===== src/rtl/dpll_control.sv =====
// dpll_control: central sequencer of the DPLL solver.
// It runs BCP, drains the imply stack and makes decisions from the decider
// memory. Every assignment is recorded on the trace stack. On a conflict it
// backtracks chronologically and flips the newest decision. The result is
// reported as sticky sat/unsat flags.
//
// Strobe semantics: every strobe (pop_*, push_*, write_vs, read_*) is a
// single-cycle combinational decode of the current state and inputs. A strobe
// that is high during a cycle takes effect at the next rising clock edge.
// Stacks are show-ahead: the top entry is valid whenever the stack is not
// empty. Memory/table reads return data one cycle after their read strobe.
module dpll_control #(
   parameter int VAR_BITS    = 8,
   parameter int CLAUSE_BITS = 10
) (
   input  logic                   clock,
   input  logic                   reset,
   input  logic                   start,
   input  logic                   bcp_busy,
   input  logic                   conflict,
   output logic [CLAUSE_BITS-1:0] bcp_clause_idx,
   output logic                   reset_bcp,
   input  logic                   empty_imply,
   input  logic [VAR_BITS-1:0]    var_out_imply,
   input  logic                   val_out_imply,
   input  logic                   type_out_imply,
   output logic                   pop_imply,
   input  logic                   empty_trace,
   input  logic [VAR_BITS-1:0]    var_out_trace,
   input  logic                   val_out_trace,
   input  logic                   type_out_trace,
   output logic                   pop_trace,
   output logic                   push_trace,
   output logic [VAR_BITS-1:0]    var_in_trace,
   output logic                   val_in_trace,
   output logic                   type_in_trace,
   output logic                   write_vs,
   output logic [VAR_BITS-1:0]    var_in_vs,
   output logic                   val_in_vs,
   output logic                   unassign_in_vs,
   input  logic [CLAUSE_BITS-1:0] start_clause,
   input  logic [CLAUSE_BITS-1:0] end_clause,
   output logic                   read_var_start_end,
   output logic [VAR_BITS-1:0]    var_in_vse,
   input  logic [VAR_BITS-1:0]    var_idx_d,
   input  logic                   val_d,
   output logic                   read_d,
   output logic [VAR_BITS-1:0]    dec_idx_d_in,
   input  logic [VAR_BITS-1:0]    dec_idx_ds_out,
   input  logic                   empty_ds,
   output logic                   push_ds,
   output logic                   pop_ds,
   output logic [VAR_BITS-1:0]    dec_idx_ds_in,
   output logic                   sat,
   output logic                   unsat,
   output logic [3:0]             state_out
);

   localparam logic [3:0] S_BCP_WAIT      = 4'd0;
   localparam logic [3:0] S_IMPLY         = 4'd1;
   localparam logic [3:0] S_DECIDE        = 4'd2;
   localparam logic [3:0] S_DECIDE_ASSIGN = 4'd3;
   localparam logic [3:0] S_BACKTRACK     = 4'd4;
   localparam logic [3:0] S_FLIP          = 4'd5;
   localparam logic [3:0] S_VSE_READ      = 4'd6;
   localparam logic [3:0] S_BCP_LAUNCH    = 4'd7;
   localparam logic [3:0] S_SAT           = 4'd8;
   localparam logic [3:0] S_UNSAT         = 4'd9;

   logic [3:0]             state_q, state_d;
   logic [VAR_BITS-1:0]    dec_ptr_q, dec_ptr_d;
   logic [VAR_BITS-1:0]    cur_var_q, cur_var_d;
   logic                   cur_val_q, cur_val_d;
   logic [CLAUSE_BITS-1:0] clause_idx_q, clause_idx_d;

   // Solving starts on reset release. The end of a variable's clause range is
   // tracked by the BCP core itself, and the imply entry type is implied
   // (always forced), so these inputs are intentionally not consumed here.
   logic unused_inputs;
   assign unused_inputs = ^{start, end_clause, type_out_imply};

   // State and datapath registers; reset parks the sequencer in BCP_WAIT
   always_ff @(posedge clock or negedge reset) begin
      if (!reset) begin
         state_q      <= S_BCP_WAIT;
         dec_ptr_q    <= VAR_BITS'(1);
         cur_var_q    <= '0;
         cur_val_q    <= 1'b0;
         clause_idx_q <= '0;
      end else begin
         state_q      <= state_d;
         dec_ptr_q    <= dec_ptr_d;
         cur_var_q    <= cur_var_d;
         cur_val_q    <= cur_val_d;
         clause_idx_q <= clause_idx_d;
      end
   end

   // Next-state logic and strobe decode
   always_comb begin
      state_d            = state_q;
      dec_ptr_d          = dec_ptr_q;
      cur_var_d          = cur_var_q;
      cur_val_d          = cur_val_q;
      clause_idx_d       = clause_idx_q;
      pop_imply          = 1'b0;
      pop_trace          = 1'b0;
      push_trace         = 1'b0;
      var_in_trace       = '0;
      val_in_trace       = 1'b0;
      type_in_trace      = 1'b0;
      write_vs           = 1'b0;
      var_in_vs          = '0;
      val_in_vs          = 1'b0;
      unassign_in_vs     = 1'b0;
      read_var_start_end = 1'b0;
      var_in_vse         = cur_var_q;
      read_d             = 1'b0;
      push_ds            = 1'b0;
      pop_ds             = 1'b0;
      dec_idx_ds_in      = dec_ptr_q;

      case (state_q)
         S_BCP_WAIT: begin
            // conflict is only meaningful once the BCP core has gone idle
            if (!bcp_busy) begin
               state_d = conflict ? S_BACKTRACK : S_IMPLY;
            end
         end

         S_IMPLY: begin
            if (empty_imply) begin
               state_d = S_DECIDE;
            end else begin
               pop_imply     = 1'b1;
               write_vs      = 1'b1;
               var_in_vs     = var_out_imply;
               val_in_vs     = val_out_imply;
               push_trace    = 1'b1;
               var_in_trace  = var_out_imply;
               val_in_trace  = val_out_imply;
               type_in_trace = 1'b1;
               cur_var_d     = var_out_imply;
               cur_val_d     = val_out_imply;
               state_d       = S_VSE_READ;
            end
         end

         S_DECIDE: begin
            read_d  = 1'b1;
            state_d = S_DECIDE_ASSIGN;
         end

         S_DECIDE_ASSIGN: begin
            // index 0 terminates the decider list: everything is assigned
            if (var_idx_d == '0) begin
               state_d = S_SAT;
            end else begin
               write_vs      = 1'b1;
               var_in_vs     = var_idx_d;
               val_in_vs     = val_d;
               push_trace    = 1'b1;
               var_in_trace  = var_idx_d;
               val_in_trace  = val_d;
               type_in_trace = 1'b0;
               push_ds       = 1'b1;
               dec_ptr_d     = dec_ptr_q + VAR_BITS'(1);
               cur_var_d     = var_idx_d;
               cur_val_d     = val_d;
               state_d       = S_VSE_READ;
            end
         end

         S_BACKTRACK: begin
            if (empty_trace) begin
               state_d = S_UNSAT;
            end else begin
               pop_trace = 1'b1;
               if (type_out_trace) begin
                  // forced entry: undo it and keep unwinding
                  write_vs       = 1'b1;
                  var_in_vs      = var_out_trace;
                  unassign_in_vs = 1'b1;
               end else begin
                  // newest decision reached: remember it for the flip
                  cur_var_d = var_out_trace;
                  cur_val_d = val_out_trace;
                  state_d   = S_FLIP;
               end
            end
         end

         S_FLIP: begin
            // the flipped value is forced, so it is never flipped again
            write_vs      = 1'b1;
            var_in_vs     = cur_var_q;
            val_in_vs     = !cur_val_q;
            push_trace    = 1'b1;
            var_in_trace  = cur_var_q;
            val_in_trace  = !cur_val_q;
            type_in_trace = 1'b1;
            if (!empty_ds) begin
               pop_ds    = 1'b1;
               dec_ptr_d = dec_idx_ds_out + VAR_BITS'(1);
            end
            state_d = S_VSE_READ;
         end

         S_VSE_READ: begin
            read_var_start_end = 1'b1;
            state_d            = S_BCP_LAUNCH;
         end

         S_BCP_LAUNCH: begin
            clause_idx_d = start_clause;
            state_d      = S_BCP_WAIT;
         end

         S_SAT:   state_d = S_SAT;
         S_UNSAT: state_d = S_UNSAT;

         default: state_d = S_BCP_WAIT;
      endcase
   end

   assign dec_idx_d_in   = dec_ptr_q;
   assign bcp_clause_idx = clause_idx_q;
   assign reset_bcp      = !reset || (state_q == S_BACKTRACK);
   assign sat            = (state_q == S_SAT);
   assign unsat          = (state_q == S_UNSAT);
   assign state_out      = state_q;

endmodule


===== config.mk =====
export PLATFORM = sky130hd
export DESIGN_NAME = dpll_control
export DESIGN_NICKNAME = d
export VERILOG_FILES = /design/src/rtl/dpll_control.sv
export SDC_FILE = /design/constraint.sdc
export NUM_CORES = 1
export LEC_CHECK = 0
export CAP_MARGIN = 20
export CORE_MARGIN = 5
export CORE_UTILIZATION = 40
export CTS_CLUSTER_DIAMETER = 150
export CTS_CLUSTER_SIZE = 28
export DETAILED_ROUTE_END_ITERATION = 8
export GPL_TIMING_DRIVEN = 0
export HOLD_SLACK_MARGIN = 0.08
export PLACE_DENSITY = 0.87
export SYNTH_ARGS = -nofsm -noshare
export SYNTH_HDL_FRONTEND = slang
export SYNTH_SLANG_ARGS = --single-unit

===== constraint.sdc =====
create_clock -name clock -period 7.11 [get_ports clock]
set_input_delay 1.0665 -clock clock [delete_from_list [all_inputs] [get_ports clock]]
set_output_delay 1.0665 -clock clock [all_outputs]
set_load 0.01 [all_outputs]

==> flow_metrics.tcl, run 1 <==
set metrics [dict create \
    drive_gt1_share_pct 12.5 \
    wirelength_mm 7.45 \
    drv_cap 0 \
    netlist_area_um2 2120 \
    maxSlewViolCount 0 \
    worst_pin_slew_ns 0.811 \
    wl_per_cell_um 17.3 \
    ys.flop_type "dfrtp_1" \
    coreArea_um2 5140 \
    fmax_mhz 209 \
    max_slew_margin_pct 45.4 \
    async_flop_share_pct 100 \
    cts_hold_buf 0 \
    rsz0062_at_grt "no" \
    layout.nets 425 \
    ys_ff_latch 31 \
    grt.overflow.total 0 \
    cts-resized-gates 0 \
    antenna_found_initial 0 \
    netlist.area_leader.share_pct 35.5 \
    drtIter0Drc 199 \
    powerDensity_nw_per_um2 423 \
    yosys-top-cells-area "dfrtp_1 (35%), mux2_2 (10%), a221o_1 (8.0%)" \
    clk-insertion-delay-late_ns 0.28 \
    worst_clock_skew_ns 0.00563 \
    postRouteAntennaNets 0 \
    die_y_um 82.8 \
    syn_area_per_cell_um2 9.16 \
    grtUsageTotal_pct 22.7 \
    clock-sinks 31 \
    cts_max_level 2 \
    cp.arrival_ns 3.71 \
    combPwrFrac_pct 65.5 \
    port_buffers 121 \
    cellLeakagePower_nw 1.48 \
    viasPerCell 5.51 \
    drt_pass1_iterations 4 \
    dieWidth_um 82.8 \
    grt_max_degree 33 \
    cts_setup_buffers 0 \
    place_congestion 0.881 \
    vias 2368 \
    final-hold-violation-count 0 \
    syn-num-nets 297 \
    finalSetupViolations 0 \
    worstPathMaxFanout 10 \
    clkPwrFrac_pct 10.4 \
    period_minus_slack_ns 4.78 \
    path_clk_slew_ns 0.06 \
    min_path_type "reg -> reg" \
    cts_tree "built" \
    yosysSeqAreaShare_pct 36.7 \
    startpoint_type "input port" \
    run_status "completed" \
    p_int_mw 0.907 \
    rows 26 \
    crit_path_end_kind "output pin" \
    num_io_pins 134 \
    switchingPower_mw 0.579 \
    die_area_um2 6850 \
    netSwitchingFraction_pct 38.9 \
    ys_warn_count 0 \
    grt_pass1_vias 2527 \
    synth_edf_count 0 \
    cts-root-buf "clkbuf_8" \
    criticalPathCategory "in -> out" \
    total_power_mw 1.49 \
    syn_inst 231 \
    crit_required_ns 6.04 \
    drc 0 \
    initial_core_util_pct 41.2 \
    syn_to_final_growth_pct 65.8 \
    finalSetupTns_ns 0 \
    n_antenna_cell 0 \
    peakVddDrop_mv 0.232 \
    cts_buffers 5 \
    ctsLongestPathBuffers 2 \
    hpwl_mm 5.86 \
    ys_types 45 \
    grt_pass1_wl_mm 11.9 \
    min_period_over_period_pct 67.2 \
    yosys.area.top_type "dfrtp_1" \
    pwr-share-seq_pct 24.1 \
]
metal layers:
layer | up-vias | track usage (%) | share of wire, %
met2 | 113 | 38.4 | 51
met4 | 0 | 8.99 | 2.4
met1 | 1127 | 27.2 | 39
met5 | - | 0 | 0
li1 | 1109 | - | -
met3 | 19 | 6.07 | 7.3
worst paths after layout:
path                               from           endpoint  slack [ns]  cells past startpoint
max                         empty_imply          val_in_vs        2.33                      7
min                           cur_val_q          cur_val_q        0.50                      1
max in group asynchronous         reset      var_in_vse[2]        5.81                      1
max reg2reg                state_out[2]    dec_idx_d_in[6]        4.24                     12
min reg2reg                   cur_val_q          cur_val_q        0.50                      1
min in group asynchronous         reset  bcp_clause_idx[0]        0.84                      1
power by group through the flow:
stage	registers (mW)	logic (mW)	clock network, mW
after floorplan	0.382	0.463	0
after global placement	0.353	0.955	0
after detailed placement	0.356	0.974	0
after CTS	0.356	0.981	0.158
after global routing	0.371	1.05	0.167
final	0.357	0.974	0.155
synthesized netlist by cell type, types with 3 or more instances:
master,number
buf_4,9
xor2_1,5
nand2_1,22
nand3_1,7
and2_1,9
o21ai_0,10
nor3_1,6
a221o_1,17
nor4_1,3
mux2_2,19
a21o_1,10
nor2_1,15
a21oi_1,12
o22ai_1,3
dfrtp_1,30
clkbuf_1,11
nand2b_1,8
inv_1,4
cells in the final DEF (no fill, tap or decap), types with 3 or more instances in the layout:
master             n
xor2_1             5
nand2_1           22
a221o_1           17
clkbuf_1          12
a21oi_1           12
and2_1             9
nor2_1            15
nand2b_1           8
a21o_1            10
mux2_2            19
clkdlybuf4s50_1  120
clkbuf_8           7
o21ai_0           10
nor3_1             6
nor4_1             3
nand3_1            7
buf_4              9
o22ai_1            3
dfrtp_1           30
inv_1              4
cell families after synthesis:
logic type,synth area share [%]
XOR/XNOR,2.07
AND/OR/NAND/NOR,21.7
buffers and inverters,6.44
adder cells (fa/ha/maj),0.591
multiplexers,10.1
flip-flops,36.7
AO/OA/AOI/OAI,22.4
through the flow:
| stage | setup WS [ns] | cells | utilization [%] | hold WS (ns) | area [µm²] |
|---|---|---|---|---|---|
| detailed placement | 2.39 | 422 | 66.4 | 0.490 | 3410 |
| global placement | 2.49 | 422 | 66.5 | 0.483 | 3420 |
| global route | 2.22 | 430 | 68.3 | 0.515 | 3510 |
| finish | 2.33 | 430 | 68.3 | 0.501 | 3510 |
| CTS | 2.34 | 430 | 68.3 | 0.505 | 3510 |
| floorplan | 3.50 | 231 | - | 0.474 | 2120 |
cell type report:
cell class	count	area, µm²
inverter	5	18.8
timing repair buffer	121	1210
tap	70	87.6
clock buffer	8	100
buffer	22	118
multi-input combinational	173	1200
sequential	31	777
fill	413	1630
flip-flops by register name, indices dropped and copies added (netlist names):
| register | flops |
|---|---|
| var_in_vse | 8 |
| dec_idx_d_in | 8 |
| bcp_clause_idx | 10 |
| state_out | 4 |
| cur_val_q | 1 |
critical path, stage by stage:
cell	delay, ns
clkdlybuf4s50_1	0.45
nor4_1	0.69
clkbuf_1	0.53
a21oi_1	0.15
o21ai_0	0.14
buf_4	0.15
clkdlybuf4s50_1	0.53
Power figures use the tool's default switching activity.
==> inputs of run 2 (changes only) <==
--- a/config.mk
+++ b/config.mk
@@ -7,13 +7,13 @@
 export LEC_CHECK = 0
 export CAP_MARGIN = 20
 export CORE_MARGIN = 5
-export CORE_UTILIZATION = 40
+export CORE_UTILIZATION = 37
 export CTS_CLUSTER_DIAMETER = 150
 export CTS_CLUSTER_SIZE = 28
 export DETAILED_ROUTE_END_ITERATION = 8
 export GPL_TIMING_DRIVEN = 0
 export HOLD_SLACK_MARGIN = 0.08
-export PLACE_DENSITY = 0.87
+export PLACE_DENSITY = 0.81
 export SYNTH_ARGS = -nofsm -noshare
 export SYNTH_HDL_FRONTEND = slang
 export SYNTH_SLANG_ARGS = --single-unit
==> constraint.sdc (replaced) <==
create_clock -name clock -period 4.7 [get_ports clock]
set_input_delay 0.705 -clock clock [delete_from_list [all_inputs] [get_ports clock]]
set_output_delay 0.705 -clock clock [all_outputs]
set_load 0.01 [all_outputs]
==> run 2 against run 1 <==
Power increased by 49%. Wire length decreased by 1.7%. Combinational power up 51%. Utilization fell by 5.2 points. Sequential cell count is the same. Clock power grew 31%. Clock skew grew 0.0090 ns. Global-route usage down 2.2 points. Worst hold slack got worse by 0.026 ns. Die area up 7.1%. Largest cell class unchanged.
==> flow_metrics.tcl, run 2 (synthesis gave the netlist of run 1 again) <==
set metrics [dict create \
    run_status "completed" \
    drv_cap 0 \
    setup.worst_path.start "empty_imply" \
    coreArea_um2 5540 \
    final_cell_mix "clkdlybuf4s50_1 (120), dfrtp_1 (30), nand2_1 (22), mux2_2 (19), a221o_1 (17)" \
    grtUsageTotal_pct 20.5 \
    pwr-share-seq_pct 24.4 \
    grt_max_degree 33 \
    ctsLongestPathBuffers 2 \
    rsz0062_at_grt "no" \
    dieWidth_um 85.6 \
    clk-insertion-delay-late_ns 0.28 \
    cts-root-buf "clkbuf_8" \
    grt_pass1_vias 2479 \
    grt_pass1_wl_mm 12.1 \
    combPwrFrac_pct 66.4 \
    syn_to_final_growth_pct 65.2 \
    maxSlewViolCount 0 \
    multi_input_area_um2 1200 \
    fin_util_pct 63.1 \
    regToRegSetupSlack_ns 1.89 \
    cp.arrival_ns 3.23 \
    wirelength_mm 7.32 \
    hpwl_mm 5.69 \
    rr_endpoint "dec_idx_d_in[6]" \
    clkPwrFrac_pct 9.1 \
    min_path_type "in -> async" \
    worst_pin_slew_ns 0.789 \
    drc 0 \
    rows 27 \
    port_buffers 121 \
    worst_clock_skew_ns 0.0146 \
    place_congestion 0.902 \
    initial_core_util_pct 38.2 \
    dp_slack_ns 0.769 \
    worstRegToRegCells 12 \
    vias 2328 \
    endpoint "val_in_vs" \
    cts_tree "built" \
    cellLeakagePower_nw 1.48 \
    max_slew_margin_pct 46.9 \
    cts_setup_buffers 0 \
    final_common_cell "clkdlybuf4s50_1" \
    drive_gt1_share_pct 12.8 \
    netSwitchingFraction_pct 39.5 \
    layout.nets 425 \
    path_clk_slew_ns 0.07 \
    timing.rr.start "state_out[2]" \
    postRouteAntennaNets 0 \
    grt.overflow.total 0 \
    finalSetupViolations 0 \
    fillers 504 \
    period_minus_slack_ns 3.94 \
    cts_hold_buf 0 \
    wl_per_cell_um 16.9 \
    num_io_pins 134 \
    die_area_um2 7330 \
    criticalPathCategory "in -> out" \
    largest_reg_flops 10 \
    min_period_over_period_pct 83.8 \
    n_antenna_cell 0 \
    powerDensity_nw_per_um2 634 \
    register_area_um2 777 \
    cts-resized-gates 0 \
    drtIter0Drc 137 \
    drt_pass1_iterations 4 \
    viasPerCell 5.39 \
    crit_required_ns 3.99 \
    p_int_mw 1.34 \
    startpoint_type "input port" \
    fmax_mhz 254 \
    final-hold-violation-count 0 \
    peakVddDrop_mv 0.318 \
    die_y_um 85.6 \
    finalSetupTns_ns 0 \
    switchingPower_mw 0.877 \
    clock-sinks 31 \
    total_power_mw 2.22 \
    setup_ws_ns 0.762 \
    antenna_found_initial 0 \
    cts_max_level 2 \
    crit_path_end_kind "output pin" \
    worstPathMaxFanout 10 \
    cts_buffers 5 \
]
-- run 2: changes by cell type in the layout (fill, tap and decap cells not counted), sizes merged --
cell    delta
clkbuf     -3
clkinv     +3
-- run 2: cell type report --
class	count	area share, %
timing repair buffer	121	34.5
clock inverter	3	0.429
tap	72	2.58
multi-input combinational	173	34.4
inverter	5	0.537
clock buffer	5	1.97
buffer	22	3.36
sequential	31	22.2
-- run 2: power by group through the flow --
stage	logic [mW]	clock network [mW]	registers, mW
final	1.47	0.203	0.542
after global routing	1.60	0.216	0.567
after CTS	1.48	0.205	0.542
after detailed placement	1.48	0	0.543
after global placement	1.45	0	0.535
after floorplan	0.701	0	0.578
-- run 2: how the worst min path moves through the flow --
stage          cells after the start         startpoint           endpoint  slack, ns
2_1_floorplan                      0              reset  bcp_clause_idx[0]       0.41
3_3_place_gp                       1          cur_val_q          cur_val_q       0.48
3_5_place_dp                       1  bcp_clause_idx[9]  bcp_clause_idx[9]       0.49
4_1_cts                            1              reset  bcp_clause_idx[4]       0.50
5_1_grt                            1  bcp_clause_idx[9]  bcp_clause_idx[9]       0.54
6_report                           1              reset    dec_idx_d_in[7]       0.48
-- run 2: worst max-delay path, stage by stage --
cell and delay [ns]:
clkdlybuf4s50_1 0.43, nor4_1 0.67, clkbuf_1 0.47, a21oi_1 0.14, o21ai_0 0.12, buf_4 0.15
clkdlybuf4s50_1 0.53
-- run 2: stage by stage --
stage | instance area [µm²] | hold slack, ns | instances
after floorplan | 2120 | 0.409 | 231
after CTS | 3500 | 0.497 | 432
after detailed placement | 3410 | 0.493 | 424
final | 3500 | 0.475 | 432
after global placement | 3420 | 0.484 | 424
after global routing | 3500 | 0.538 | 432
-- run 2: metal layers --
layer | track usage [%] | routed length (µm)
met4 | 5.61 | 64
met3 | 6.92 | 714
met1 | 24.3 | 2990
met5 | 0 | 0
met2 | 35.3 | 3550
